$ cat src/rtl/music_select.sv
// -----------------------------------------------------------------------------
// music_select
//   Song index selector for the playback path. Two raw active-low push keys
//   (next / prev) are synchronised, debounced and turned into single press
//   events; together with the player's end-of-song pulse they step a 2-bit
//   song index with wrap-around. A one-cycle strobe marks every real change
//   of the index so downstream logic can clear its note counters.
//
// Parameters
//   DEB_CNT    stable-level cycles a synchronised key must hold (min 2)
//   NUM_SONGS  number of selectable songs, 1..4
//   AUTO_NEXT  1 = song_done advances the index like a next press
//
// Ports
//   clk        system clock, rising edge
//   rst        synchronous active-high reset
//   key_next   raw next key, active-low, asynchronous
//   key_prev   raw prev key, active-low, asynchronous
//   song_done  one-cycle end-of-song pulse, synchronous to clk
//   music_reg  current song index
//   sel_pulse  high for one cycle after each edge that changed music_reg
// -----------------------------------------------------------------------------
module music_select #(
   parameter int DEB_CNT   = 1000000,
   parameter int NUM_SONGS = 4,
   parameter int AUTO_NEXT = 1
) (
   input  logic       clk,
   input  logic       rst,
   input  logic       key_next,
   input  logic       key_prev,
   input  logic       song_done,
   output logic [1:0] music_reg,
   output logic       sel_pulse
);

   localparam int               CNT_W   = $clog2(DEB_CNT);
   localparam logic [CNT_W-1:0] CNT_MAX = CNT_W'(DEB_CNT - 1);
   localparam logic [1:0]       LAST    = 2'(NUM_SONGS - 1);

   // bit 0 = next key, bit 1 = prev key
   logic [1:0] key_raw;
   logic [1:0] press_evt;

   assign key_raw = {key_prev, key_next};

   for (genvar k = 0; k < 2; k++) begin : g_key
      logic             key_p0;
      logic             key_p1;
      logic             stable;
      logic [CNT_W-1:0] cnt;

      // sync stage: two flops, key_p1 is the synchronised level
      always_ff @(posedge clk) begin
         if (rst) begin
            key_p0 <= 1'b1;
            key_p1 <= 1'b1;
         end else begin
            key_p0 <= key_raw[k];
            key_p1 <= key_p0;
         end
      end

      // debounce stage: accept a new level only after it held DEB_CNT cycles
      always_ff @(posedge clk) begin
         if (rst) begin
            stable <= 1'b1;
            cnt    <= '0;
         end else if (key_p1 == stable) begin
            cnt <= '0;
         end else if (cnt == CNT_MAX) begin
            stable <= key_p1;
            cnt    <= '0;
         end else begin
            cnt <= cnt + 1'b1;
         end
      end

      // press = the edge on which stable falls 1->0; releases give nothing
      assign press_evt[k] = stable & ~key_p1 & (cnt == CNT_MAX);
   end

   logic       step_up;
   logic       step_dn;
   logic [1:0] music_nxt;

   assign step_up = press_evt[0] | ((AUTO_NEXT != 0) & song_done);
   assign step_dn = press_evt[1];

   always_comb begin
      music_nxt = music_reg;
      if (step_up && !step_dn) begin
         music_nxt = (music_reg == LAST) ? 2'd0 : music_reg + 2'd1;
      end else if (step_dn && !step_up) begin
         music_nxt = (music_reg == 2'd0) ? LAST : music_reg - 2'd1;
      end
   end

   // index stage: register the index and flag real changes
   always_ff @(posedge clk) begin
      if (rst) begin
         music_reg <= 2'd0;
         sel_pulse <= 1'b0;
      end else begin
         music_reg <= music_nxt;
         sel_pulse <= (music_nxt != music_reg);
      end
   end

endmodule

$ cat config.mk
export PLATFORM = sky130hd
export DESIGN_NAME = music_select
export DESIGN_NICKNAME = d
export VERILOG_FILES = /design/src/rtl/music_select.sv
export SDC_FILE = /design/constraint.sdc
export NUM_CORES = 1
export LEC_CHECK = 0
export CORE_ASPECT_RATIO = 0.5
export CORE_MARGIN = 2
export CORE_UTILIZATION = 60
export DETAILED_ROUTE_END_ITERATION = 6
export GPL_TIMING_DRIVEN = 0
export PLACE_DENSITY = 0.78
export REMOVE_ABC_BUFFERS = 1
export SLEW_MARGIN = 40
export SYNTH_ARGS = -nofsm -noshare
export SYNTH_HDL_FRONTEND = slang
export SYNTH_SLANG_ARGS = --single-unit
$ cat constraint.sdc
create_clock -name clk -period 3.7 [get_ports clk]
set_input_delay 0.37 -clock clk [delete_from_list [all_inputs] [get_ports clk]]
set_output_delay 0.37 -clock clk [all_outputs]
set_load 0.01 [all_outputs]
==> results_dict.tcl <==
set metrics [dict create \
    largest_register_ff_count 40 \
    cts_tree "built" \
    synth_area_leaders "dfxtp_1 (42%), xnor2_1 (9.9%), nor2_1 (7.1%), nand3_1 (4.3%), ha_1 (3.2%)" \
    fp.dieW_um 91.8 \
    nets 285 \
    p_leak_nw 0.794 \
    root_buffer "clkbuf_8" \
    htree_levels 2 \
    syn-mean-instance-area_um2 8.72 \
    path_class "flip-flop to flip-flop" \
    crit_fanout 20 \
    cp.required_ns 3.89 \
    ios 8 \
    grt_start_max_net_pins 21 \
    route.vias.total 1787 \
    syn-cell-area_um2 2310 \
    hold_ws_ns 0.421 \
    die_y_um 47.9 \
    grt_pass1_vias 1614 \
    fmax_ghz 0.492 \
    insertion_delay_ns 0.31 \
    dr.pass1.iters 4 \
    design_area_um2 2500 \
    post_cts_buffers 0 \
    grt_usage_pct 20.0 \
    fill_cells 313 \
    finalCritPeriodShare_pct 54.9 \
    synth.top_cell.area_share_pct 42.4 \
    design.core.area_um2 3570 \
    multi_input_area_um2 1250 \
    drtIter0Drc 29 \
    initial_core_util_pct 64.8 \
    ys.warnings.count 0 \
    finClkSkew_ns 0.00891 \
    area_growth_pct 8.23 \
    finalMaxSlewViolations 0 \
    rows 15 \
    async_reset_ff_share_pct 0 \
    cts_resized 0 \
    synth_common_cells "dfxtp_1 (49), nor2_1 (44), xnor2_1 (26)" \
    min_path_type "flip-flop to flip-flop" \
    fin_crit_ns 2.03 \
    grt_pass1_wl_um 6850 \
    gp_congestion 0.815 \
    antenna_found_initial 0 \
    powerDensity_nw_per_um2 358 \
    finalHoldViolCount 0 \
    fin_setup_tns_ns 0 \
    ant_nets 0 \
    drc 0 \
    synth_edf_count 0 \
    cts.sinks 49 \
    largest_register "g_key.cnt" \
    path_clk_slew_ns 0.09 \
    dieArea_um2 4390 \
    wl_per_cell_um 12.6 \
    synth_top_cell_by_area "dfxtp_1" \
    peakVddDrop_mv 0.167 \
    portBuffers 7 \
    synth-seq-area-share_pct 42.4 \
    clockBufferDepth 2 \
    postSynthCellCount 265 \
    hpwl_um 2930 \
    arrival_ns 2.22 \
    regArea_um2 981 \
    synth.most_common_cell "dfxtp_1" \
    synth.distinct_cells 43 \
    placed_cell_area_um2 2420 \
    synth-seq-cells 49 \
    maxSlewHeadroom_pct 63.8 \
    diodes 0 \
    viasPerCell 5.48 \
    holdBufCountCts 0 \
    drv_cap 0 \
    cts_buffers 5 \
    drt_wl_total_um 4100 \
    drive_gt1_share_pct 7.64 \
    synth_flop_cell "dfxtp_1" \
    finalSetupViolations 0 \
    status "complete, no violations" \
    start_kind "flip-flop" \
    cp-end-kind "flip-flop" \
    grt_overflow 0 \
    grt_setup_unrepaired "false" \
    worst_slew_pin_slew_ns 0.535 \
]
## final timing paths
path	slack, ns	to	cells after the start	startpoint
worst min-delay path	0.42	g_key[1].key_p1	1	g_key[1].key_p0
worst min register to register	0.42	g_key[1].key_p1	1	g_key[1].key_p0
worst max register to register	1.67	g_key[0].cnt[4]	4	g_key[0].cnt[7]
worst max-delay path	1.67	g_key[0].cnt[4]	4	g_key[0].cnt[7]
## cell type report
class | count | share of cell area (%)
Multi-Input combinational cell | 196 | 49.9
Sequential cell | 49 | 39.2
Clock buffer | 6 | 2.90
Timing Repair Buffer | 7 | 2.80
Tap cell | 51 | 2.55
Inverter | 15 | 2.25
Clock inverter | 2 | 0.400
## report_power, final
group	internal, mW	switching [mW]	total [mW]
Clock	0.131	0.175	0.306
Combinational	0.0261	0.0253	0.0514
Sequential	0.533	0.00550	0.539
## cell usage in the layout (no fill, tap or decap), drive strengths merged, types with 2 or more instances in the layout
cell type / instances
clkinv: 2
inv: 15
and4: 4
nor3: 13
nor2: 45
nand3: 20
o21ai: 5
clkdlybuf4s50: 7
o211ai: 2
nand4: 5
or3: 6
nor4: 5
ha: 6
dfxtp: 49
nand2: 14
clkbuf: 6
and3: 4
xnor2: 26
a21oi: 7
nor4bb: 2
or2: 5
and2: 6
xor2: 7
## stage by stage
| stage | util [%] | power (mW) | worst slack (ns) | cells |
|---|---|---|---|---|
| 2_1_floorplan | - | 0.583 | 1.83 | 260 |
| 3_3_place_gp | 67.8 | 0.602 | 1.71 | 318 |
| 3_5_place_dp | 67.8 | 0.603 | 1.67 | 318 |
| 4_1_cts | 70.1 | 0.900 | 1.65 | 326 |
| 5_1_grt | 70.1 | 0.925 | 1.57 | 326 |
| 6_report | 70.1 | 0.896 | 1.67 | 326 |
## metal layers
metal  track usage (%)  share of wire (%)
met1              23.2                 48
met2              37.6                 48
met3              5.67                2.5
met4              7.16                1.3
met5                 0                  0
## kinds of logic (layout without fill, tap and decap cells)
group | Yosys count | count (layout) | synth area share, %
AOI/OAI and AO/OA | 20 | 20 | 6.01
xor gates and xnor gates | 33 | 33 | 12.5
adders and majority gates | 6 | 6 | 3.25
buffers and inverters | 20 | 30 | 3.57
DFF | 49 | 49 | 42.4
muxes | 1 | 1 | 0.433
and+or+nand+nor | 136 | 136 | 31.8
## worst max-delay path, cell delays in order (launching register included)
cell and delay [ns]:
dfxtp_1 0.36, or4b_4 0.57, nor4_4 0.41, a311o_2 0.48, nor2_1 0.09
No activity file was read; power rests on OpenSTA's default activity.
